**src/rtl/mem_bus_arbiter.sv**
```systemverilog
// Two-port external bus arbiter with programmable wait states and one-cycle ack.
// Define ARB_ROUND_ROBIN_EN for round-robin tie-breaking; otherwise port 0 has fixed priority.
module mem_bus_arbiter #(
  parameter int AW          = 32,
  parameter int DW          = 32,
  parameter int WAIT_CYCLES = 1,
  parameter int CW          = 4
) (
  input  logic          clk,
  input  logic          rst,
  input  logic          req0,
  input  logic [AW-1:0] addr0,
  input  logic [DW-1:0] wdata0,
  input  logic          wr0,
  input  logic          req1,
  input  logic [AW-1:0] addr1,
  input  logic [DW-1:0] wdata1,
  input  logic          wr1,
  output logic          ack0,
  output logic          ack1,
  output logic [DW-1:0] rdata,
  output logic          cpu_stall,
  output logic          bus_cs,
  output logic          bus_wr_rd,
  output logic [AW-1:0] bus_addr,
  output logic [DW-1:0] bus_wdata,
  input  logic [DW-1:0] bus_rdata
);

  typedef enum logic [1:0] {IDLE, ACCESS, DONE} state_t;

  state_t        state_q, state_d;
  logic [CW-1:0] cnt_q, cnt_d;
  logic          owner_q, owner_d;
  logic          last_grant_q, last_grant_d;
  logic          ack0_q, ack0_d;
  logic          ack1_q, ack1_d;
  logic [DW-1:0] rdata_q, rdata_d;
  logic          bus_cs_q, bus_cs_d;
  logic          bus_wr_rd_q, bus_wr_rd_d;
  logic [AW-1:0] bus_addr_q, bus_addr_d;
  logic [DW-1:0] bus_wdata_q, bus_wdata_d;

  logic tie_pick1;
  logic grant1;

`ifdef ARB_ROUND_ROBIN_EN
  assign tie_pick1 = ~last_grant_q;
`else
  assign tie_pick1 = 1'b0;
`endif

  // Port 1 wins when it is alone, or when it wins a tie.
  assign grant1 = req1 & (~req0 | tie_pick1);

  always_comb begin
    state_d      = state_q;
    cnt_d        = cnt_q;
    owner_d      = owner_q;
    last_grant_d = last_grant_q;
    ack0_d       = ack0_q;
    ack1_d       = ack1_q;
    rdata_d      = rdata_q;
    bus_cs_d     = bus_cs_q;
    bus_wr_rd_d  = bus_wr_rd_q;
    bus_addr_d   = bus_addr_q;
    bus_wdata_d  = bus_wdata_q;
    case (state_q)
      IDLE: begin
        if (req0 | req1) begin
          owner_d     = grant1;
          bus_cs_d    = 1'b1;
          bus_wr_rd_d = grant1 ? wr1 : wr0;
          bus_addr_d  = grant1 ? addr1 : addr0;
          bus_wdata_d = grant1 ? wdata1 : wdata0;
          cnt_d       = CW'(WAIT_CYCLES);
          state_d     = ACCESS;
        end
      end
      ACCESS: begin
        if (cnt_q != '0) begin
          cnt_d = cnt_q - CW'(1);
        end else begin
          rdata_d     = bus_rdata;
          bus_cs_d    = 1'b0;
          bus_wr_rd_d = 1'b0;
          bus_addr_d  = '0;
          bus_wdata_d = '0;
          ack0_d      = ~owner_q;
          ack1_d      = owner_q;
          state_d     = DONE;
        end
      end
      DONE: begin
        ack0_d       = 1'b0;
        ack1_d       = 1'b0;
        last_grant_d = owner_q;
        state_d      = IDLE;
      end
      default: state_d = IDLE;
    endcase
  end

  always_ff @(posedge clk or posedge rst) begin
    if (rst) begin
      state_q      <= IDLE;
      cnt_q        <= '0;
      owner_q      <= 1'b0;
      last_grant_q <= 1'b1;
      ack0_q       <= 1'b0;
      ack1_q       <= 1'b0;
      rdata_q      <= '0;
      bus_cs_q     <= 1'b0;
      bus_wr_rd_q  <= 1'b0;
      bus_addr_q   <= '0;
      bus_wdata_q  <= '0;
    end else begin
      state_q      <= state_d;
      cnt_q        <= cnt_d;
      owner_q      <= owner_d;
      last_grant_q <= last_grant_d;
      ack0_q       <= ack0_d;
      ack1_q       <= ack1_d;
      rdata_q      <= rdata_d;
      bus_cs_q     <= bus_cs_d;
      bus_wr_rd_q  <= bus_wr_rd_d;
      bus_addr_q   <= bus_addr_d;
      bus_wdata_q  <= bus_wdata_d;
    end
  end

  assign ack0      = ack0_q;
  assign ack1      = ack1_q;
  assign rdata     = rdata_q;
  assign bus_cs    = bus_cs_q;
  assign bus_wr_rd = bus_wr_rd_q;
  assign bus_addr  = bus_addr_q;
  assign bus_wdata = bus_wdata_q;
  // CPU is released in its ack cycle.
  assign cpu_stall = req0 & ~ack0_q;

endmodule

```
**config.mk**
```make
export PLATFORM = sky130hd
export DESIGN_NAME = mem_bus_arbiter
export DESIGN_NICKNAME = d
export VERILOG_FILES = /design/src/rtl/mem_bus_arbiter.sv
export SDC_FILE = /design/constraint.sdc
export NUM_CORES = 1
export LEC_CHECK = 0
export CORE_ASPECT_RATIO = 1.1
export CORE_MARGIN = 2
export CORE_UTILIZATION = 37
export CTS_CLUSTER_DIAMETER = 40
export DETAILED_ROUTE_END_ITERATION = 10
export PLACE_DENSITY = 0.79
export SYNTH_ARGS = -nofsm -noshare
export SYNTH_HDL_FRONTEND = slang
export SYNTH_SLANG_ARGS = --single-unit
```
**constraint.sdc**
```tcl
create_clock -name clk -period 4 [get_ports clk]
set_input_delay 0.8 -clock clk [delete_from_list [all_inputs] [get_ports clk]]
set_output_delay 0.8 -clock clk [all_outputs]
set_load 0.03 [all_outputs]
```
==> flow_summary.toml <==
[finish]
regArea_um2 = 2678
finalInstanceArea_um2 = 8122
multi_input_area_um2 = 2133
nets = 891
num-fill-cells = 1141
fin_cells = 912
drive_above_1_share = 0.09203
area_growth_syn_to_layout_pct = 59.84
diodes = 0
final_core_util = 0.6096

[sta]
worst_pin_slew_ns = 1.091
min_period_over_period = 0.6424
rsz0062_at_grt = "no"
skew_ns = 0.007034
relSlewSlack = 0.2728
final-setup-viol-count = 0
hold_violations = 0
drv_slew = 0
final.setup.tns_ns = 0
finalCriticalPeriod_ns = 2.570
hold_ws_ns = 0.5007
max_freq_mhz = 389.2

[power]
vdd_ir_drop_max_uv = 340.8
power_density_nw_per_um2 = 799.5
p_leak_uw = 0.003172

[floorplan]
core_um2 = 13320
die_h_um = 126.9
core.rowCount = 44
die_w_um = 115.7
die_area_um2 = 14690
start_util = 0.3814
io_pins = 267

[synthesis]
synth_adder_area_share = 0.004925
syn_area_um2 = 5081
synthMuxAreaShare = 0.08101
synth_compound_area_frac = 0.2652
yosysWarnings = 0
synth_top_family_by_area = "compound AO/OA/AOI/OAI gates"
yosysTopAreaCell = "dfrtp_1"
syn_nets = 657
synth_xor_area_frac = 0
syn_avg_cell_area_um2 = 10.39
post-synth-top-area-fraction = 0.5270
ys_seq_area_frac = 0.5270
synthTopCellsByArea = "dfrtp_1 (53%), o2bb2ai_1 (11%), o22ai_1 (8.5%), mux2_2 (7.1%), o21ai_0 (6.1%)"
ys_types = 27
netlist_instances = 489
synth_seq_cells = 107
synthSimpleGateAreaFrac = 0.06378

[routing]
vias_per_cell = 5.391
ant_nets = 0
met2_length_mm = 8.349
drt-pass1-iter-count = 4
vias = 4917
drc_errors = 0
wl_met3_mm = 1.374
top_layer = "met4"
drt_iter0_markers = 224
drt-total-wl_mm = 16.57
wirelength_met1_mm = 6.411
wl_per_cell_um = 18.17

[clock_tree]
cts_resized = 0
clk_latency_ns = 0.35
cts_tree = "done"
postCtsSetupBuffers = 0
cts_hold_buf = 0
htreeDepth = 3
clockBufferDepth = 2
clk_pin_slew_worst_paths_ns = 0.08
numCtsBuffers = 9
cts_root_buf = "clkbuf_16"
numClockSinks = 107

[status]
status = "finished clean"

[grt]
antenna_found_initial = 0
grt_pass1_vias = 5073
grt_usage = 0.2227
grt_max_degree = 69
grt_pass1_wl_mm = 25.74
grt_remaining_overflow = 0

[critical_path]
path_cells = "buf_2 > inv_2 > nor2_1 > clkdlybuf4s50_1"
rr_worst_depth = 6
crit_required_ns = 3.20
worstPathMaxFanout = 3
critical-path-slowest-cell = "clkdlybuf4s50_1"
setup.worst_path.class = "primary input to primary output"
end_kind = "primary output"
r2r_slack_ns = 1.94
arrival_ns = 1.77
rr_startpoint = "cnt_q[0]"
timing.rr.end = "rdata[11]"
start_kind = "primary input"
critPathMaxStageDelay_ns = 0.68

[placed_design]
dp_cells = 896
post_dp_cell_area_um2 = 7810
dp_hpwl_mm = 11.77
port_buffers = 266
place.gp.congestion = 0.7830

[job]
cap_violations = 0

[worst_hold_path]
holdPathStages = 1
whs_endpoint = "rdata[30]"
min_path_type = "flop to flop"
min-delay-start = "rdata[30]"
==> cell type report <==
type / count / area share
clock buffer: 9 / 0.02773
timing repair buffer: 276 / 0.3374
inverter: 7 / 0.003543
sequential: 107 / 0.3297
tap: 184 / 0.02835
multi-input combinational: 322 / 0.2627
clock inverter: 7 / 0.01063
==> cell families (layout without fill, tap and decap cells) <==
group                      count (synthesis)  after routing
and+or+nand+nor                           78             78
muxes                                     37             37
AOI/OAI and AO/OA                        205            205
DFF                                      107            107
adders and majority gates                  2              2
buffers and inverters                     60            299
==> flip-flops by register name, summed over array words and instances (netlist names) <==
register and flops:
cnt_q 4, state_q 2, bus_wdata 32, rdata 32, owner_q 1, ack1 1, ack0 1, bus_cs 1
bus_addr 32, bus_wr_rd 1
==> worst max path at each step <==
stage               startpoint          end  slack (ns)  cells after the start
floorplan                  rst         ack0        0.38                      1
global placement          req0    cpu_stall        1.44                      4
detailed placement        req0  bus_addr[8]        1.34                      6
CTS                       req0    cpu_stall        1.43                      4
global route              req0    cpu_stall        1.40                      4
finish                    req0    cpu_stall        1.43                      4
==> routing by layer <==
layer / track usage / vias up
li1: - / 2283
met4: 0.08543 / 0
met1: 0.2606 / 2369
met2: 0.3939 / 231
met5: 0 / -
met3: 0.05017 / 34
==> cell usage after synthesis (all sizes together) <==
| cell type | n |
|---|---|
| a21oi | 2 |
| a31o | 1 |
| buf | 28 |
| clkbuf | 25 |
| dfrtp | 107 |
| ha | 2 |
| inv | 7 |
| mux2 | 33 |
| mux2i | 4 |
| nand2 | 2 |
| nand2b | 2 |
| nand3b | 2 |
| nor2 | 64 |
| nor3 | 6 |
| nor3b | 1 |
| o21ai | 71 |
| o21bai | 1 |
| o22ai | 69 |
| o2bb2ai | 61 |
| or2 | 1 |
==> placed cells by master, fill, tap and decap left out, drive strengths merged, types with 2 or more instances in the layout <==
cell	count
clkdlybuf4s50	264
dfrtp	107
o21ai	71
o22ai	69
nor2	64
o2bb2ai	61
mux2	33
buf	12
clkbuf	9
inv	9
nor3	6
mux2i	4
clkinv	3
nand2b	2
nand3b	2
nand2	2
a21oi	2
ha	2
==> power breakdown <==
group	internal, µW	leakage [µW]	switching (µW)
clock	498	0.000150	436
combinational	1560	0.00172	2060
sequential	1630	0.00130	301
==> worst max-delay path: cells and delay by family <==
family | cells | cell delay (ns)
AND/OR/NAND/NOR | 1 | 0.11
buffers and inverters | 3 | 0.86
==> per-stage QoR <==
stage	power, µW	setup slack, ns
2_1_floorplan	4084	0.3828
3_3_place_gp	5451	1.445
3_5_place_dp	5580	1.337
4_1_cts	6532	1.430
5_1_grt	6840	1.400
6_report	6493	1.430
Power figures use the tool's default switching activity.
==> RTL change 1, RTL diff (same settings) <==
Encoding of `state_t`: now one-hot (3 bits for 3 states).
--- a/src/rtl/mem_bus_arbiter.sv
+++ b/src/rtl/mem_bus_arbiter.sv
@@ -27,7 +27,7 @@
   input  logic [DW-1:0] bus_rdata
 );
 
-  typedef enum logic [1:0] {IDLE, ACCESS, DONE} state_t;
+  typedef enum logic [2:0] {IDLE = 3'b001, ACCESS = 3'b010, DONE = 3'b100} state_t;
 
   state_t        state_q, state_d;
   logic [CW-1:0] cnt_q, cnt_d;
Function: no difference found for any inputs over 10 cycles, from zero or initial values and one cycle with rst high; not proved beyond that.
==> RTL change 1 against the unedited design <==
Setup slack worse by 0.43 ns. Final area down 6.4%. Synthesized cell count down 28%. Total power down 5.5%. Critical path depth unchanged. Routed wire length down 12%. Non-clock buffer count down 3. Sequential cell count up 1. Synthesized area down 9.5%. Via count down 18%. Combinational power down 7.4%.
==> RTL change 1: results (changes against the unedited design) <==
- Outcome: completed (unchanged)
- Netlist cell types: 35 (was 27)
- DRT met1 WL: 5.23 mm (was 6.41 mm)
- Final GP Congestion: 0.816 (was 0.783)
- Hold Path Sink: bus_wdata[23]$_DFFE_PP0P_ (was rdata[30]$_DFFE_PP0P_)
- Final nets: 771 (was 891)
- Worst VDD drop: 0.463 mV (was 0.341 mV)
- Vias: 4056 (was 4917)
- Clock skew: 0.00936 ns (was 0.00703 ns)
- Share of cells above drive strength 1: 0.0576 (was 0.0920)
- Vias in the first global route: 4367 (was 5073)
- Worst r2r path cells: 5 (was 6)
- Top post-synthesis cells by count: 107 x dfrtp_1, 65 x o22ai_1, 64 x o2bb2ai_1 (was 107 x dfrtp_1, 69 x o22ai_1, 64 x nor2_1)
- FF-to-FF setup slack: 1.71 ns (was 1.94 ns)
- Clk slew on worst S/H paths: 0.06 ns (was 0.08 ns)
- Top cells by area, synth: dfrtp_1 58%, o2bb2ai_1 12%, o22ai_1 8.8% (was dfrtp_1 53%, o2bb2ai_1 11%, o22ai_1 8.5%)
- Post-synthesis sequential area ratio: 0.588 (was 0.527)
- Reg2reg end: rdata[24]$_DFFE_PP0P_ (was rdata[11]$_DFFE_PP0P_)
- M1 GR Usage: 0.224 (was 0.261)
- Met2 wire len: 7.63 mm (was 8.35 mm)
- First-pass GRT wire length: 21.9 mm (was 25.7 mm)
- Met3 GRT Util: 0.0752 (was 0.0502)
- Worst-margin pin slew: 0.811 ns (was 1.09 ns)
- First DRT Iteration DRCs: 183 (was 224)
- WL met3: 1.47 mm (was 1.37 mm)
- WL final: 14.5 mm (was 16.6 mm)
- Largest net degree at the start of global routing: 66 (was 69)
- Gr usage total: 0.215 (was 0.223)
- WP data arrival: 2.20 ns (was 1.77 ns)
- Leakage: 3.03 nW (was 3.17 nW)
- Post-Syn Nets: 521 (was 657)
- Post-place instance area: 7330 um2 (was 7810 um2)
- Post-Place Worst Slack: 0.999 ns (was 1.34 ns)
- Critical Path Fanout Max: 5 (was 3)
- Min-Delay Startpoint: bus_wdata[23]$_DFFE_PP0P_ (was rdata[30]$_DFFE_PP0P_)
## RTL change 1: logic make-up (layout without fill, tap and decap cells)
family	Yosys count	after routing	synth area share
AO/OA/AOI/OAI	147	147	0.238
flip-flops	108	108	0.588
buffers and inverters	39	294	0.0493
multiplexers	32	32	0.0784
AND/OR/NAND/NOR	25	25	0.0406
adder cells (fa/ha/maj)	2	2	0.00544
## RTL change 1: cell type report
type                    count  area, um2
fillers                   956       4480
multi-input cells         206       1680
inverters                   5       21.3
repair buffers            273       2740
clock buffers              10        229
flip-flops and latches    108       2700
clock inverters             6       40.0
well taps                 154        193
## RTL change 1: power breakdown
| group | internal, mW | switching [mW] |
|---|---|---|
| registers | 1.64 | 0.321 |
| logic | 1.46 | 1.89 |
| clock network | 0.423 | 0.394 |
| total | 3.53 | 2.61 |
## RTL change 1: through the flow
stage	instances	hold WS [ns]	util
CTS	762	0.491	0.629
global route	762	0.498	0.629
detailed placement	746	0.473	0.607
floorplan	353	0.480	-
global placement	746	0.466	0.607
finish	762	0.487	0.629
## RTL change 1: worst max-delay path: stages
cell	delay, ns
clkdlybuf4s50_1	0.56
inv_2	0.06
nor2_1	0.11
clkdlybuf4s50_1	0.67
## RTL change 1: worst max path at each step
stage                        to  from  slack, ns  cells past startpoint
3_3_place_gp          cpu_stall  req0        1.0                      4
2_1_floorplan  ack0$_DFFE_PP0P_   rst       0.36                      1
4_1_cts               cpu_stall  req0       0.98                      4
6_report              cpu_stall  req0       1.00                      4
5_1_grt               cpu_stall  req0       0.94                      4
3_5_place_dp          cpu_stall  req0        1.0                      4
==> RTL change 2, RTL diff (same settings) <==
Made on the original files. Set the parameter `CW` to 6 (it was 4).
--- a/src/rtl/mem_bus_arbiter.sv
+++ b/src/rtl/mem_bus_arbiter.sv
@@ -4,7 +4,7 @@
   parameter int AW          = 32,
   parameter int DW          = 32,
   parameter int WAIT_CYCLES = 1,
-  parameter int CW          = 4
+  parameter int CW          = 6
 ) (
   input  logic          clk,
   input  logic          rst,
Check against the original RTL: no difference found for any inputs over 10 cycles, from zero or initial values and one cycle with rst high; that may be too few to reach the edited logic, so the function may still have changed.
==> RTL change 2 against the unedited design <==
Cell count is 7.5% lower. Die area is 4.1% lower. Final area is 2.6% lower. Routed wire length is 1.4% lower. Sequential cell count is 2 higher. Hold slack better by 0.0087 ns. Count of clock-buffer cells in the layout is 1 higher. Register-to-register slack worse by 0.18 ns. Total power is 4.4% lower. Synthesized area is 4.3% lower. Setup slack worse by 0.62 ns. Critical path type unchanged. Critical endpoint unchanged. Largest cell class unchanged. Highest routed layer unchanged.
==> RTL change 2: results (changes against the unedited design) <==
- Outcome: completed (unchanged)
- Via-to-Cell Ratio: 5.68 (was 5.39)
- Final nets: 850 (was 891)
- Leakage: 3.12 nW (was 3.17 nW)
- Post-synthesis sequential area ratio: 0.561 (was 0.527)
- Post-place instance area: 7590 um2 (was 7810 um2)
- Crit end category: output port (unchanged)
- Root Buffer: clkbuf_16 (unchanged)
- Top Usage Layer GRT: met2 (unchanged)
- Cell family with most CP delay: buffers and inverters (unchanged)
- M1 GR Usage: 0.260 (was 0.261)
- Top cells by area, synth: dfrtp_1 56%, o22ai_1 16%, o21ai_0 7.5% (was dfrtp_1 53%, o2bb2ai_1 11%, o22ai_1 8.5%)
- Synth Area in Adders: 0.00515 (was 0.00492)
- Post-synth EDFFs: 0 (unchanged)
- Gr usage total: 0.230 (was 0.223)
- Critical Path Fanout Max: 8 (was 3)
- Worst skew pair latency: 0.35 ns (about the same)
- Met3 GRT Util: 0.0634 (was 0.0502)
- Top post-synthesis cells by count: 128 x o22ai_1, 109 x dfrtp_1, 73 x o21ai_0 (was 107 x dfrtp_1, 69 x o22ai_1, 64 x nor2_1)
- Largest net degree at the start of global routing: 70 (was 69)
- Netlist cell types: 35 (was 27)
- Clock skew: 0.0123 ns (was 0.00703 ns)
- Worst VDD drop: 0.420 mV (was 0.341 mV)
- Post-synthesis mux area share: 0.0762 (was 0.0810)
- Worst r2r path cells: 4 (was 6)
- Dpl hpwl: 11.8 mm (about the same)
- Hold Crit Class: reg2reg (unchanged)
- Worst-margin pin slew: 1.13 ns (was 1.09 ns)
- Post-Place Worst Slack: 0.824 ns (was 1.34 ns)
- Post-Syn Nets: 612 (was 657)
- Min-Delay Path Depth: 1 (unchanged)
- DRT Pass-1 Iters: 4 (unchanged)
- WP data arrival: 2.39 ns (was 1.77 ns)
- Clock network fraction of total power: 0.153 (was 0.144)
- P_int: 3.63 mW (was 3.69 mW)
- Met2 Resource Use GR: 0.399 (was 0.394)
- Xor/xnor cell area share of the yosys netlist: 0 (unchanged)
- Share of cells above drive strength 1: 0.0946 (was 0.0920)
- First DRT Iteration DRCs: 330 (was 224)
- YS warnings: 0 (unchanged)
- Final GP Congestion: 0.865 (was 0.783)
- First-pass GRT wire length: 26.0 mm (was 25.7 mm)
- Vias in the first global route: 5109 (was 5073)
- Slowest CP cell: clkdlybuf4s50_1 (unchanged)
- Area fraction in compound gates after synthesis: 0.269 (was 0.265)
- Seq pwr: 1.92 mW
- Routed length per instance: 19.4 um (was 18.2 um)
- Post-CTS Setup Bufs: 0 (unchanged)
- PortBufs: 266 (unchanged)
- Worst path max stage delay: 0.73 ns (was 0.68 ns)
- Clock buffer count from CTS: 9 (unchanged)
RTL change 2: logic make-up after synthesis:
| logic type | count (synthesis) |
|---|---|
| buffers and inverters | 54 |
| DFF | 109 |
| muxes | 33 |
| adders and majority gates | 2 |
| AOI/OAI and AO/OA | 219 |
| and+or+nand+nor | 27 |
RTL change 2: worst paths after layout:
path	slack, ns	to	startpoint
setup / recovery	0.81	cpu_stall	req0
hold reg to reg	0.51	rdata[9]$_DFFE_PP0P_	rdata[9]$_DFFE_PP0P_
setup reg to reg	1.76	rdata[1]$_DFFE_PP0P_	cnt_q[4]$_DFFE_PP0P_
max in group asynchronous	2.19	bus_addr[12]$_DFFE_PP0P_	rst
min in group asynchronous	0.97	rdata[0]$_DFFE_PP0P_	rst
hold / removal	0.51	rdata[9]$_DFFE_PP0P_	rdata[9]$_DFFE_PP0P_
RTL change 2: stage by stage:
stage | total power, mW | hold WS [ns] | util | std cells
finish | 6.21 | 0.509 | 0.623 | 844
global route | 6.54 | 0.524 | 0.623 | 844
CTS | 6.25 | 0.512 | 0.623 | 844
detailed placement | 5.28 | 0.495 | 0.598 | 828
global placement | 5.15 | 0.490 | 0.598 | 828
floorplan | 3.87 | 0.482 | - | 444
RTL change 2: cell type report:
type | instances | area [um2]
Sequential cell | 109 | 2730
Multi-Input combinational cell | 281 | 1890
Clock buffer | 10 | 229
Fill cell | 1020 | 4790
Timing Repair Buffer | 275 | 2760
Clock inverter | 6 | 86.3
Tap cell | 157 | 196
Inverter | 6 | 25.0
RTL change 2: per-layer routing:
metal | vias to the layer above | wire length [um]
met1 | 2343 | 6150
met3 | 37 | 1360
met5 | - | 0
met2 | 223 | 8280
met4 | 0 | 556
li1 | 2194 | -
